<file path="src/rtl/alu_arbiter_if.sv">
// alu_arbiter_if: one requester's request/response channel into the shared ALU arbiter.
// master = requester side, slave = arbiter side.
interface alu_arbiter_if #(
    parameter int TAG_W = 4
);
    logic             req_valid;
    logic             req_ready;
    logic [3:0]       opcode;
    logic [15:0]      in1;
    logic [15:0]      in2;
    logic [TAG_W-1:0] tag;
    logic             rsp_valid;
    logic             rsp_ready;
    logic [15:0]      rsp_data;
    logic [TAG_W-1:0] rsp_tag;
    logic             rsp_err;

    modport master (
        output req_valid, opcode, in1, in2, tag, rsp_ready,
        input  req_ready, rsp_valid, rsp_data, rsp_tag, rsp_err
    );

    modport slave (
        input  req_valid, opcode, in1, in2, tag, rsp_ready,
        output req_ready, rsp_valid, rsp_data, rsp_tag, rsp_err
    );
endinterface

</file>
<file path="src/rtl/alu_arbiter.sv">
// alu_arbiter: shares one combinational 16-bit ALU between requester r0 (execute path)
// and r1 (address/auxiliary path) with round-robin arbitration, holds operands on the
// ALU for ISSUE_CYC cycles, returns a registered result/tag to the owner and keeps the
// architectural {V,Z,C,S} flag register.
// Optional macro ALU_ARB_OPCHK_EN: opcodes 7, 13, 14, 15 are accepted but not sent to
// the ALU and come back with rsp_err=1, rsp_data=0.
module alu_arbiter #(
    parameter int TAG_W     = 4,
    parameter int ISSUE_CYC = 1
) (
    input  logic         clk,
    input  logic         rst_n,
    alu_arbiter_if.slave r0,
    alu_arbiter_if.slave r1,
    output logic [3:0]   alu_opcode,
    output logic [15:0]  alu_in1,
    output logic [15:0]  alu_in2,
    input  logic [16:0]  alu_result,
    input  logic         alu_v,
    input  logic         alu_z,
    input  logic         alu_c,
    input  logic         alu_s,
    output logic [3:0]   flags_q,
    output logic         busy
);

    typedef enum logic [1:0] {
        IDLE  = 2'd0,
        ISSUE = 2'd1,
        RESP  = 2'd2
    } state_t;

    localparam logic [3:0] CNT_INIT = 4'(ISSUE_CYC - 1);

    state_t           state;
    state_t           state_nxt;

    logic             last_grant;   // 1 = r1 was served last, so r0 wins the next tie
    logic             owner;        // requester holding the ALU
    logic [3:0]       op_q;
    logic [15:0]      in1_q;
    logic [15:0]      in2_q;
    logic [TAG_W-1:0] tag_q;
    logic [3:0]       cnt_q;
    logic [15:0]      data_q;
    logic [TAG_W-1:0] rsp_tag_q;
    logic             err_q;

    logic             in_idle;
    logic             grant0;
    logic             grant1;
    logic             accept;
    logic             capture;
    logic             rsp_done;
    logic             op_bad;
    logic             drive_alu;
    logic             unused_result_msb;

    // Only the low 16 bits of the ALU result are architectural.
    assign unused_result_msb = alu_result[16];

    // Opcodes that load the flag register at capture; mov (6), in (12) and the
    // reserved opcodes leave it alone.
    function automatic logic sets_flags(input logic [3:0] op);
        return (op <= 4'd5) || ((op >= 4'd8) && (op <= 4'd11));
    endfunction

`ifdef ALU_ARB_OPCHK_EN
    assign op_bad = (op_q == 4'd7) || (op_q >= 4'd13);
`else
    assign op_bad = 1'b0;
`endif

    // Round-robin: a lone requester is always granted; on a tie the one not served last wins.
    assign in_idle  = (state == IDLE) && rst_n;
    assign grant0   = r0.req_valid && (!r1.req_valid || last_grant);
    assign grant1   = r1.req_valid && (!r0.req_valid || !last_grant);
    assign accept   = in_idle && (grant0 || grant1);
    assign capture  = (state == ISSUE) && (cnt_q == 4'd0);
    assign rsp_done = (state == RESP) && (owner ? r1.rsp_ready : r0.rsp_ready);

    // State register.
    always_ff @(posedge clk) begin
        if (!rst_n) begin
            state <= IDLE;
        end else begin
            state <= state_nxt;
        end
    end

    // Next-state decode: IDLE -> ISSUE on accept, ISSUE -> RESP when the hold count expires,
    // RESP -> IDLE when the owner takes the response.
    always_comb begin
        // NOTE: every always_comb output gets a default first, otherwise a path that
        // does not assign it infers a latch.
        state_nxt = state;
        case (state)
            IDLE:    if (accept)   state_nxt = ISSUE;
            ISSUE:   if (capture)  state_nxt = RESP;
            RESP:    if (rsp_done) state_nxt = IDLE;
            default:               state_nxt = IDLE;
        endcase
    end

    // Transaction datapath: latch the granted request, count the ALU hold time,
    // capture result/tag/flags at the end of ISSUE.
    always_ff @(posedge clk) begin
        // NOTE: sequential state uses non-blocking assignments so every register
        // samples the pre-edge values regardless of statement order.
        if (!rst_n) begin
            last_grant <= 1'b1;
            owner      <= 1'b0;
            op_q       <= 4'd0;
            in1_q      <= 16'd0;
            in2_q      <= 16'd0;
            tag_q      <= '0;
            cnt_q      <= 4'd0;
            data_q     <= 16'd0;
            rsp_tag_q  <= '0;
            err_q      <= 1'b0;
            flags_q    <= 4'd0;
        end else begin
            if (accept) begin
                owner      <= grant1;
                last_grant <= grant1;
                op_q       <= grant1 ? r1.opcode : r0.opcode;
                in1_q      <= grant1 ? r1.in1    : r0.in1;
                in2_q      <= grant1 ? r1.in2    : r0.in2;
                tag_q      <= grant1 ? r1.tag    : r0.tag;
                cnt_q      <= CNT_INIT;
            end
            if ((state == ISSUE) && (cnt_q != 4'd0)) begin
                cnt_q <= cnt_q - 4'd1;
            end
            if (capture) begin
                data_q    <= op_bad ? 16'd0 : alu_result[15:0];
                rsp_tag_q <= tag_q;
                err_q     <= op_bad;
                // Reserved opcodes are outside the flag-setting set, so errored ops
                // never reach this load.
                if (sets_flags(op_q)) begin
                    flags_q <= {alu_v, alu_z, alu_c, alu_s};
                end
            end
        end
    end

    // Output decode: grants in IDLE, operands on the ALU while an op is in flight,
    // response presented only on the owner's port during RESP.
    always_comb begin
        busy          = (state != IDLE);
        drive_alu     = (state != IDLE) && !op_bad;
        alu_opcode    = drive_alu ? op_q  : 4'd0;
        alu_in1       = drive_alu ? in1_q : 16'd0;
        alu_in2       = drive_alu ? in2_q : 16'd0;

        r0.req_ready  = in_idle && grant0;
        r1.req_ready  = in_idle && grant1;

        r0.rsp_valid  = (state == RESP) && !owner;
        r1.rsp_valid  = (state == RESP) && owner;
        r0.rsp_data   = r0.rsp_valid ? data_q    : 16'd0;
        r1.rsp_data   = r1.rsp_valid ? data_q    : 16'd0;
        r0.rsp_tag    = r0.rsp_valid ? rsp_tag_q : '0;
        r1.rsp_tag    = r1.rsp_valid ? rsp_tag_q : '0;
        r0.rsp_err    = r0.rsp_valid && err_q;
        r1.rsp_err    = r1.rsp_valid && err_q;
    end

endmodule

</file>
<file path="src/flat_wrapper.sv">
// flat-port wrapper written by rule: the top's interface ports become plain ports
module alu_arbiter_flat 
#(
    parameter int TAG_W     = 4,
    parameter int ISSUE_CYC = 1
)
  (clk, rst_n, alu_opcode, alu_in1, alu_in2, alu_result, alu_v, alu_z, alu_c, alu_s, flags_q, busy, r0_req_valid, r0_opcode, r0_in1, r0_in2, r0_tag, r0_rsp_ready, r0_req_ready, r0_rsp_valid, r0_rsp_data, r0_rsp_tag, r0_rsp_err, r1_req_valid, r1_opcode, r1_in1, r1_in2, r1_tag, r1_rsp_ready, r1_req_ready, r1_rsp_valid, r1_rsp_data, r1_rsp_tag, r1_rsp_err);
  alu_arbiter_if #(.TAG_W(TAG_W)) r0_i ();
  alu_arbiter_if #(.TAG_W(TAG_W)) r1_i ();
  input  logic clk;
  input  logic rst_n;
  output logic [3:0] alu_opcode;
  output logic [15:0] alu_in1;
  output logic [15:0] alu_in2;
  input  logic [16:0] alu_result;
  input  logic alu_v;
  input  logic alu_z;
  input  logic alu_c;
  input  logic alu_s;
  output logic [3:0] flags_q;
  output logic busy;
  input wire logic [$bits(r0_i.req_valid)-1:0] r0_req_valid;
  input wire logic [$bits(r0_i.opcode)-1:0] r0_opcode;
  input wire logic [$bits(r0_i.in1)-1:0] r0_in1;
  input wire logic [$bits(r0_i.in2)-1:0] r0_in2;
  input wire logic [$bits(r0_i.tag)-1:0] r0_tag;
  input wire logic [$bits(r0_i.rsp_ready)-1:0] r0_rsp_ready;
  output wire logic [$bits(r0_i.req_ready)-1:0] r0_req_ready;
  output wire logic [$bits(r0_i.rsp_valid)-1:0] r0_rsp_valid;
  output wire logic [$bits(r0_i.rsp_data)-1:0] r0_rsp_data;
  output wire logic [$bits(r0_i.rsp_tag)-1:0] r0_rsp_tag;
  output wire logic [$bits(r0_i.rsp_err)-1:0] r0_rsp_err;
  input wire logic [$bits(r1_i.req_valid)-1:0] r1_req_valid;
  input wire logic [$bits(r1_i.opcode)-1:0] r1_opcode;
  input wire logic [$bits(r1_i.in1)-1:0] r1_in1;
  input wire logic [$bits(r1_i.in2)-1:0] r1_in2;
  input wire logic [$bits(r1_i.tag)-1:0] r1_tag;
  input wire logic [$bits(r1_i.rsp_ready)-1:0] r1_rsp_ready;
  output wire logic [$bits(r1_i.req_ready)-1:0] r1_req_ready;
  output wire logic [$bits(r1_i.rsp_valid)-1:0] r1_rsp_valid;
  output wire logic [$bits(r1_i.rsp_data)-1:0] r1_rsp_data;
  output wire logic [$bits(r1_i.rsp_tag)-1:0] r1_rsp_tag;
  output wire logic [$bits(r1_i.rsp_err)-1:0] r1_rsp_err;
  assign r0_i.req_valid = r0_req_valid;
  assign r0_i.opcode = r0_opcode;
  assign r0_i.in1 = r0_in1;
  assign r0_i.in2 = r0_in2;
  assign r0_i.tag = r0_tag;
  assign r0_i.rsp_ready = r0_rsp_ready;
  assign r0_req_ready = r0_i.req_ready;
  assign r0_rsp_valid = r0_i.rsp_valid;
  assign r0_rsp_data = r0_i.rsp_data;
  assign r0_rsp_tag = r0_i.rsp_tag;
  assign r0_rsp_err = r0_i.rsp_err;
  assign r1_i.req_valid = r1_req_valid;
  assign r1_i.opcode = r1_opcode;
  assign r1_i.in1 = r1_in1;
  assign r1_i.in2 = r1_in2;
  assign r1_i.tag = r1_tag;
  assign r1_i.rsp_ready = r1_rsp_ready;
  assign r1_req_ready = r1_i.req_ready;
  assign r1_rsp_valid = r1_i.rsp_valid;
  assign r1_rsp_data = r1_i.rsp_data;
  assign r1_rsp_tag = r1_i.rsp_tag;
  assign r1_rsp_err = r1_i.rsp_err;
  alu_arbiter #(.TAG_W(TAG_W), .ISSUE_CYC(ISSUE_CYC)) u_core (.clk(clk), .rst_n(rst_n), .r0(r0_i), .r1(r1_i), .alu_opcode(alu_opcode), .alu_in1(alu_in1), .alu_in2(alu_in2), .alu_result(alu_result), .alu_v(alu_v), .alu_z(alu_z), .alu_c(alu_c), .alu_s(alu_s), .flags_q(flags_q), .busy(busy));
endmodule
</file>
<file path="config.mk">
export PLATFORM = sky130hd
export DESIGN_NAME = alu_arbiter_flat
export DESIGN_NICKNAME = d
export VERILOG_FILES = /design/src/rtl/alu_arbiter_if.sv /design/src/rtl/alu_arbiter.sv /design/src/flat_wrapper.sv
export SDC_FILE = /design/constraint.sdc
export NUM_CORES = 1
export LEC_CHECK = 0
export BUFFER_PORTS_ARGS = -buffer_cell sky130_fd_sc_hd__buf_2
export CAP_MARGIN = 15
export CORE_UTILIZATION = 49
export CTS_CLUSTER_SIZE = 40
export DETAILED_ROUTE_END_ITERATION = 12
export GPL_TIMING_DRIVEN = 0
export PLACE_DENSITY = 0.86
export SYNTH_ARGS = -nofsm -noshare
export SYNTH_HDL_FRONTEND = slang
export SYNTH_SLANG_ARGS = --single-unit
</file>
<file path="constraint.sdc">
create_clock -name clk -period 2.9 [get_ports clk]
set_input_delay 0.145 -clock clk [delete_from_list [all_inputs] [get_ports clk]]
set_output_delay 0.145 -clock clk [all_outputs]
set_load 0.01 [all_outputs]
</file>
[After elaboration in Yosys (flattened, before gate mapping)]
Cells that the tools add are included.
Cells by class
  reductions and logical operators: 27
  $lt $le $gt $ge: 3
  multiplexer cells: 18
  equality and inequality tests: 5
  add/subtract/negate cells: 1
Operators by type and width (number)
  16-bit two-way mux: 6
  4-bit two-way mux: 7
  1-bit logical AND: 12
  2-bit two-way mux: 3
  2-bit by 1-bit inequality test with 1-bit output (second input constant): 3
  2-bit one-hot mux with 3 select lines: 1
  4-bit greater-or-equal comparator (second input constant): 1
  4-bit by 3-bit <= comparator with 1-bit output (second input constant): 1
  4-bit <= comparator (second input constant): 1
  1-bit logical NOT: 4
  4-bit logical NOT: 1
  1-bit logical OR: 4
  2-bit nonzero test: 2
  4-bit nonzero test: 1
  4-bit by 1-bit subtractor with 4-bit output (second input constant): 1
  3-bit AND reduction: 1
  2-bit by 1-bit == test with 1-bit output (second input constant): 1
  2-bit == test (second input constant): 1
  2-bit logical NOT: 1
  2-bit AND reduction: 1
  1-bit two-way mux: 1
Word-level totals
  input bits: 107
  bits in registers: 72
  logic and storage cells: 65

[Depth between registers and ports, before layout]
Gate-level depths: netlist (run 1).
  depth in word-level cells: 7
  gate-level depth with buffers: 6
  gate-level depth less buffers: 5

[Worst setup path after synthesis (run 1)]
OpenSTA, ideal clock, no wires.
  kind: register -> output
  start point: register u_core.state[1]
  end point: output alu_in1[5]
  buffers on the path: 3
  arrival time: 1.328 ns
  stages on the path, launching flop included: 6
  data required time: 2.755 ns
  slack: 1.427 ns
  path through: dfxtp_1 -> buf_2 -> nor2_1 -> clkbuf_1 -> clkbuf_1 -> and2b_1
Between the ends
  word-level cells in the longest chain between the ends: 2
Ends and longest elaborated chain
  start, declared: line alu_arbiter.sv:35  | state_t state;
  start signal, assigned: line alu_arbiter.sv:87  | state <= state_nxt;
  2-bit nonzero test: line alu_arbiter.sv:152  | drive_alu = (state != IDLE) && !op_bad;
  16-bit two-way mux: line alu_arbiter.sv:154  | alu_in1 = drive_alu ? in1_q : 16'd0;
  end, declared: line flat_wrapper.sv:13  | output logic [15:0] alu_in1;
No other way between the ends.

[Final worst setup path (run 1)]
  start point: register u_core.state[1]
  end point: output alu_in2[5]
Between the ends
  word-level cells in the longest chain between the ends: 2
Ends and longest elaborated chain
  2-bit nonzero test: line alu_arbiter.sv:152
  16-bit two-way mux: line alu_arbiter.sv:155  | alu_in2 = drive_alu ? in2_q : 16'd0;
  end, declared: line flat_wrapper.sv:14  | output logic [15:0] alu_in2;
No other way between the ends.

==> results of run 1 <==
critical path: cells and delay by family, from the launching register on:
kind	cells	cell delay, ps
buffers and inverters	4	1110
DFF	1	310
and+or+nand+nor	2	370
flip-flops by register name (all words and copies together) (netlist names), 4 cells and up:
| signal | cells |
|---|---|
| u_core.op_q | 4 |
| u_core.flags_q | 4 |
| u_core.in1_q | 16 |
| u_core.in2_q | 16 |
| u_core.cnt_q | 4 |
| u_core.data_q | 16 |
| u_core.rsp_tag_q | 4 |
| u_core.tag_q | 4 |
routing by layer:
layer  track usage, %  wire length [µm]
met2             49.5              5620
met3             6.00               782
met5                0                 0
met1             32.8              4550
met4             11.7               233
cell families after synthesis:
logic type,after synthesis,share of synthesized area [%]
flops,72,38.4
other cells,1,0.0999
buf+inv,57,7.40
compound gates,133,22.6
fa+ha+maj,1,0.333
simple gates,217,29.8
mux,5,1.33
cells in the mapped netlist (all sizes together), types with 2 or more instances:
cell type	number	area share, %
dfxtp	72	38
and3b	2	0.47
or2	3	0.50
o22ai	2	0.50
or3b	2	0.47
clkbuf	29	2.9
nand2	95	9.5
a21oi	62	8.3
mux2i	5	1.3
nand3b	2	0.40
nor2	6	1.0
and2b	2	0.40
and2	40	6.7
nor2b	34	5.7
inv	6	0.60
and3	2	0.33
a311oi	40	9.3
o21ai	22	2.9
nor3	2	0.27
buf	22	3.9
nor3b	3	0.73
nand3	21	2.8
layout make-up:
cell class,count,area share (%)
Multi-Input combinational cell,358,40.9
Sequential cell,72,28.9
Timing Repair Buffer,189,19.0
Buffer,51,5.12
Clock buffer,9,2.48
Tap cell,99,2.48
Clock inverter,6,0.752
Inverter,6,0.451
placed cells by master (no fill, tap or decap), types with 9 or more instances in the layout:
master    count
a21oi_1      62
a311oi_1     40
and2_1       40
buf_2       204
clkbuf_1     29
clkbuf_8      9
dfxtp_1      72
nand2_1      95
nand3_1      21
nor2b_1      34
o21ai_0      22
power breakdown:
group / total (mW) / internal [mW] / switching [mW]
logic: 0.473 / 0.207 / 0.265
clock network: 0.683 / 0.301 / 0.382
registers: 1.10 / 1.06 / 0.0405
path summary, 6_finish.rpt:
path                     start                 to  slack, ps  cells past startpoint
min reg2reg  u_core.flags_q[0]  u_core.flags_q[0]        460                      2
max reg2reg    u_core.cnt_q[0]  u_core.data_q[14]       1320                      6
max            u_core.state[1]         alu_in2[5]        630                      6
min                      alu_v  u_core.flags_q[3]         40                      3
per-stage QoR:
stage	total power [mW]	util, %	worst slack, ps	cell area [µm²]	instances
floorplan	1.41	-	1430	3760	487
global placement	1.58	65.8	1000	4830	775
detailed placement	1.60	65.8	983	4830	775
CTS	2.27	68.0	607	4990	790
global route	2.37	68.0	480	4990	790
finish	2.26	68.0	630	4990	790
==> metrics.txt, run 1 <==
# DRC=0; Layout area overhead=32.9%; PortBufs=189; max incr delay on CP=~410 ps; # H-tree levels=3; global-route wire length before repair=17300 µm; grt total ovfl=0; CP Data Required Time=2760 ps; Core Area=7330 µm²; setup TNS after final layout=0 ps; worst slew pin tran=about 600 ps; # clock sinks=72; Max Slew Vio Count=0; Highest Clock Rate=441 MHz; outcome=finished, final reports clean; maximum VDD drop=0.279 mV; largest net degree at the start of global routing=13; CP Launch Type=flip-flop; fin nets=roughly 800; storage element area=1440 µm²; Cell Area, Synth=3750 µm²; Multi-input gate area=2040 µm²; height of the die=89.5 µm; Skew-Pair Late Insertion Delay=340 ps; post-synthesis sequential area ratio=38.4%; Final min period=~2300 ps; library cells used by synthesis=41; gr usage total=between 20% and 30%; slowest stage cell, crit path=clkbuf_1; Worst Skew=between 10 and 15 ps; Placer Congestion=between 0.8 and 0.9; CTS tree=done; routed vias/inst=5.42; vias in the first global route=3915; synth warn=0; Clock Pin Slew Worst Setup and Hold Paths=roughly 80 ps; final hold vios=0; Fin Hold WS=38.9 ps; kind of critical path=flip-flop to output pin; FILL cells=660; Worst Hold Class=input pin to flip-flop; post_cts resized=0; initial DRC count=approximately 160; Routed Antenna Nets=0; final WL=11200 µm; die width=approximately 90 µm; post-synthesis async set-or-reset flop share=0%; DR pass1 iterations=5; Max Cap Violations=0; Slew headroom=59.6%; crit path max fanout=10; DPL Wire Length=8540 µm; Synth Instances=486; CP cell instances=buf_2 -> nor2_1 -> clkbuf_1 -> clkbuf_1 -> and2b_1 -> buf_2; DIE AREA=between 8000 and 9000 µm²; CTS buffer count=9; Antenna Cells=0; Post-synth EDFFs=0; initial core utilization=51.2%; mean cell area of the mapped netlist=7.72 µm²; cell row count=31; Pwr Density=between 400 and 500 nW/µm²; io pins=about 190; layout cells sized above 1=33.9%; number of hold buffers added after CTS=0; RSZ-0062 raised after global routing=no; post-CTS setup buffer count=0; P_leak=2.35 nW; initial antenna violation count=0; Main synth FF type=dfxtp_1; FF+latch count, synth=72; final setup vio count=0; clk root buf=clkbuf_8; Routed WL per cell=14.2 µm; final critical-path share of the clock period=78.3%; WP data arrival=2130 ps; Setup crit end kind=output pin; maximum buffer depth of the clock tree=2; vias after detailed routing=4283
Note: power is estimated with default switching activity, not from simulation.
==> run 2, diff against run 1 <==
Settings changed: CORE_UTILIZATION 49 to 46, PLACE_DENSITY 0.86 to 0.81.
Clock period 2.9 ns to 2.22 ns, I/O delays scaled along.
==> run 2 against run 1 <==
Effect of this change:
- clock power up 57%
- first-iteration DRC count decreased by 3.0%
- final cell count rose by 0.89%
- clock-buffer cell count grew 2
- cell area grew 1.6%
- critical path depth stayed put
- clock skew shrank 1.3 ps
- flip-flop and latch count is the same
- largest cell class unchanged
- core utilization decreased by 3.1 points
- register-to-register slack worse by 720 ps
- highest routed layer unchanged
- non-clock buffer count up 3
- sequential share of layout area shrank 0.46 points
==> metrics.txt, run 2 (synthesis results as in run 1) <==
final instance area=5070 µm² (was 4990 µm²); CTS tree=done (unchanged); Skew-Pair Late Insertion Delay=340 ps (about the same); outcome=finished, final reports clean (unchanged); Routed Antenna Nets=0 (unchanged); # clock sinks=72 (unchanged); setup TNS after final layout=0 ps (unchanged); height of the die=92.3 µm (was 89.5 µm); Setup WS post-layout=140 ps (was 630 ps); worst slew pin tran=651 ps (was 604 ps); initial DRC count=159 (was 164); Antenna Cells=0 (unchanged); initial antenna violation count=0 (unchanged); Highest Clock Rate=481 MHz; initial core utilization=48.1% (was 51.2%); Pwr Density=618 nW/µm² (was 453 nW/µm²); dpl cells=778 (was 775); global-route wire length before repair=17900 µm (was 17300 µm); die width=92.3 µm (was 89.5 µm); routed vias/inst=5.35 (was 5.42); Layout area overhead=35.1% (was 32.9%); final critical-path share of the clock period=93.7%; RSZ-0062 raised after global routing=no (unchanged); DR pass1 iterations=4 (was 5); Max Cap Violations=0 (unchanged); cell row count=32 (was 31); kind of critical path=flip-flop to output pin (unchanged); Worst Hold Class=input pin to flip-flop (unchanged); CP Data Required Time=2110 ps (was 2760 ps); Slew headroom=56.5% (was 59.6%); io pins=194 (unchanged); PortBufs=189 (unchanged); FILL cells=720 (was 660); WP data arrival=1970 ps (was 2130 ps); pre-CTS setup slack=296 ps (was 983 ps); layout cells sized above 1=34.1% (was 33.9%); DIE AREA=8520 µm² (was 8010 µm²); maximum VDD drop=0.352 mV (was 0.279 mV); Placer Congestion=0.836 (was 0.840); storage element area=1440 µm² (unchanged); # DRC=0 (unchanged); leading cell type in the layout, fill and taps excluded=buf_2 (unchanged); P_leak=2.40 nW (was 2.35 nW); Largest regs=u_core.data_q (16), u_core.in1_q (16), u_core.in2_q (16) (unchanged); Clock Pin Slew Worst Setup and Hold Paths=80 ps (about the same); CP Launch Type=flip-flop (unchanged); DPL Wire Length=8490 µm (was 8540 µm); final non-filler cell total=797 (was 790); vias in the first global route=4080 (was 3915); RR Startpoint=u_core.cnt_q[0] (unchanged); Setup crit end kind=output pin (unchanged); Max Slew Vio Count=0 (unchanged); Final min period=2080 ps; final hold vios=0 (unchanged); crit path max fanout=10 (unchanged); fin nets=798 (was 795); Routed WL per cell=13.9 µm (was 14.2 µm); gr usage total=26.1% (was 28.0%); vias after detailed routing=4265 (was 4283); Worst Skew=10.1 ps (was 11.3 ps); clk root buf=clkbuf_8 (unchanged); final setup vio count=0 (unchanged); grt total ovfl=0 (unchanged); hold_sp=alu_result[8] (was alu_v); # H-tree levels=3 (unchanged); most frequent cells in the layout=buf_2 (204), nand2_1 (95), dfxtp_1 (72), a21oi_1 (62) (unchanged); Multi-input gate area=2040 µm² (unchanged); Reg2Reg Setup Slack=600 ps (was 1320 ps); largest net degree at the start of global routing=13 (unchanged); CTS buffer count=9 (unchanged); final WL=11100 µm (was 11200 µm); maximum buffer depth of the clock tree=2 (unchanged); Core Area=7810 µm² (was 7330 µm²); Placed Area=4830 µm² (about the same); post-CTS setup buffer count=0 (unchanged); Setup crit start=u_core.state[1] (unchanged)
[run 2: cell count changes in the layout (fill, tap and decap cells not counted), sizes merged]
cell | before | now
dlygate4sd3 | 0 | 3
clkbuf | 38 | 40
clkinvlp | 3 | 2
bufinv | 0 | 1
clkinv | 3 | 2
[run 2: through the flow]
step	utilization [%]	hold WS (ps)	total power [mW]
detailed placement	61.9	369	2.08
global placement	61.9	364	2.07
floorplan	-	253	1.85
finish	64.9	13.8	3.13
CTS	64.9	1.19	3.15
global route	64.9	14.5	3.29
[run 2: timing repair]
item	4_1_cts	5_1_grt
hold buffers	3	0
endpoints found under the setup margin	2	0
resized for setup	2	0
endpoints found under the hold margin	3	0
[run 2: area by class of cell]
class	count	area share, %
sequential	72	28.4
clock buffer	11	2.99
tap	102	2.52
inverter	6	0.444
multi-input combinational	358	40.2
buffer	51	5.08
timing repair buffer	192	19.2
clock inverter	5	1.09
[run 2: where the power goes]
group / internal (mW) / switching, mW / leakage [nW]
combinational: 0.275 / 0.347 / 1.70
clock: 0.577 / 0.491 / 0.101
sequential: 1.39 / 0.0514 / 0.591
[run 2: final timing paths]
path	depth (start not counted)	end
hold / removal	3	u_core.data_q[8]
setup reg to reg	6	u_core.state[1]
hold reg to reg	2	u_core.flags_q[0]
setup / recovery	6	alu_in1[5]
[run 2: metal layers]
layer  wire length, µm  global-route usage [%]  up-vias
met5                 0                       0        -
met4               310                    12.9        0
met3               696                    5.09       30
met2              5550                    46.4      177
met1              4520                    29.5     1971
li1                  -                       -     2087
[run 2: worst max-delay path, cell delays in order (launching register included)]
cell and delay (ps):
dfxtp_1 300, buf_2 160, nor2_1 130, clkbuf_2 270
clkbuf_1 390, and2b_1 240, buf_2 130
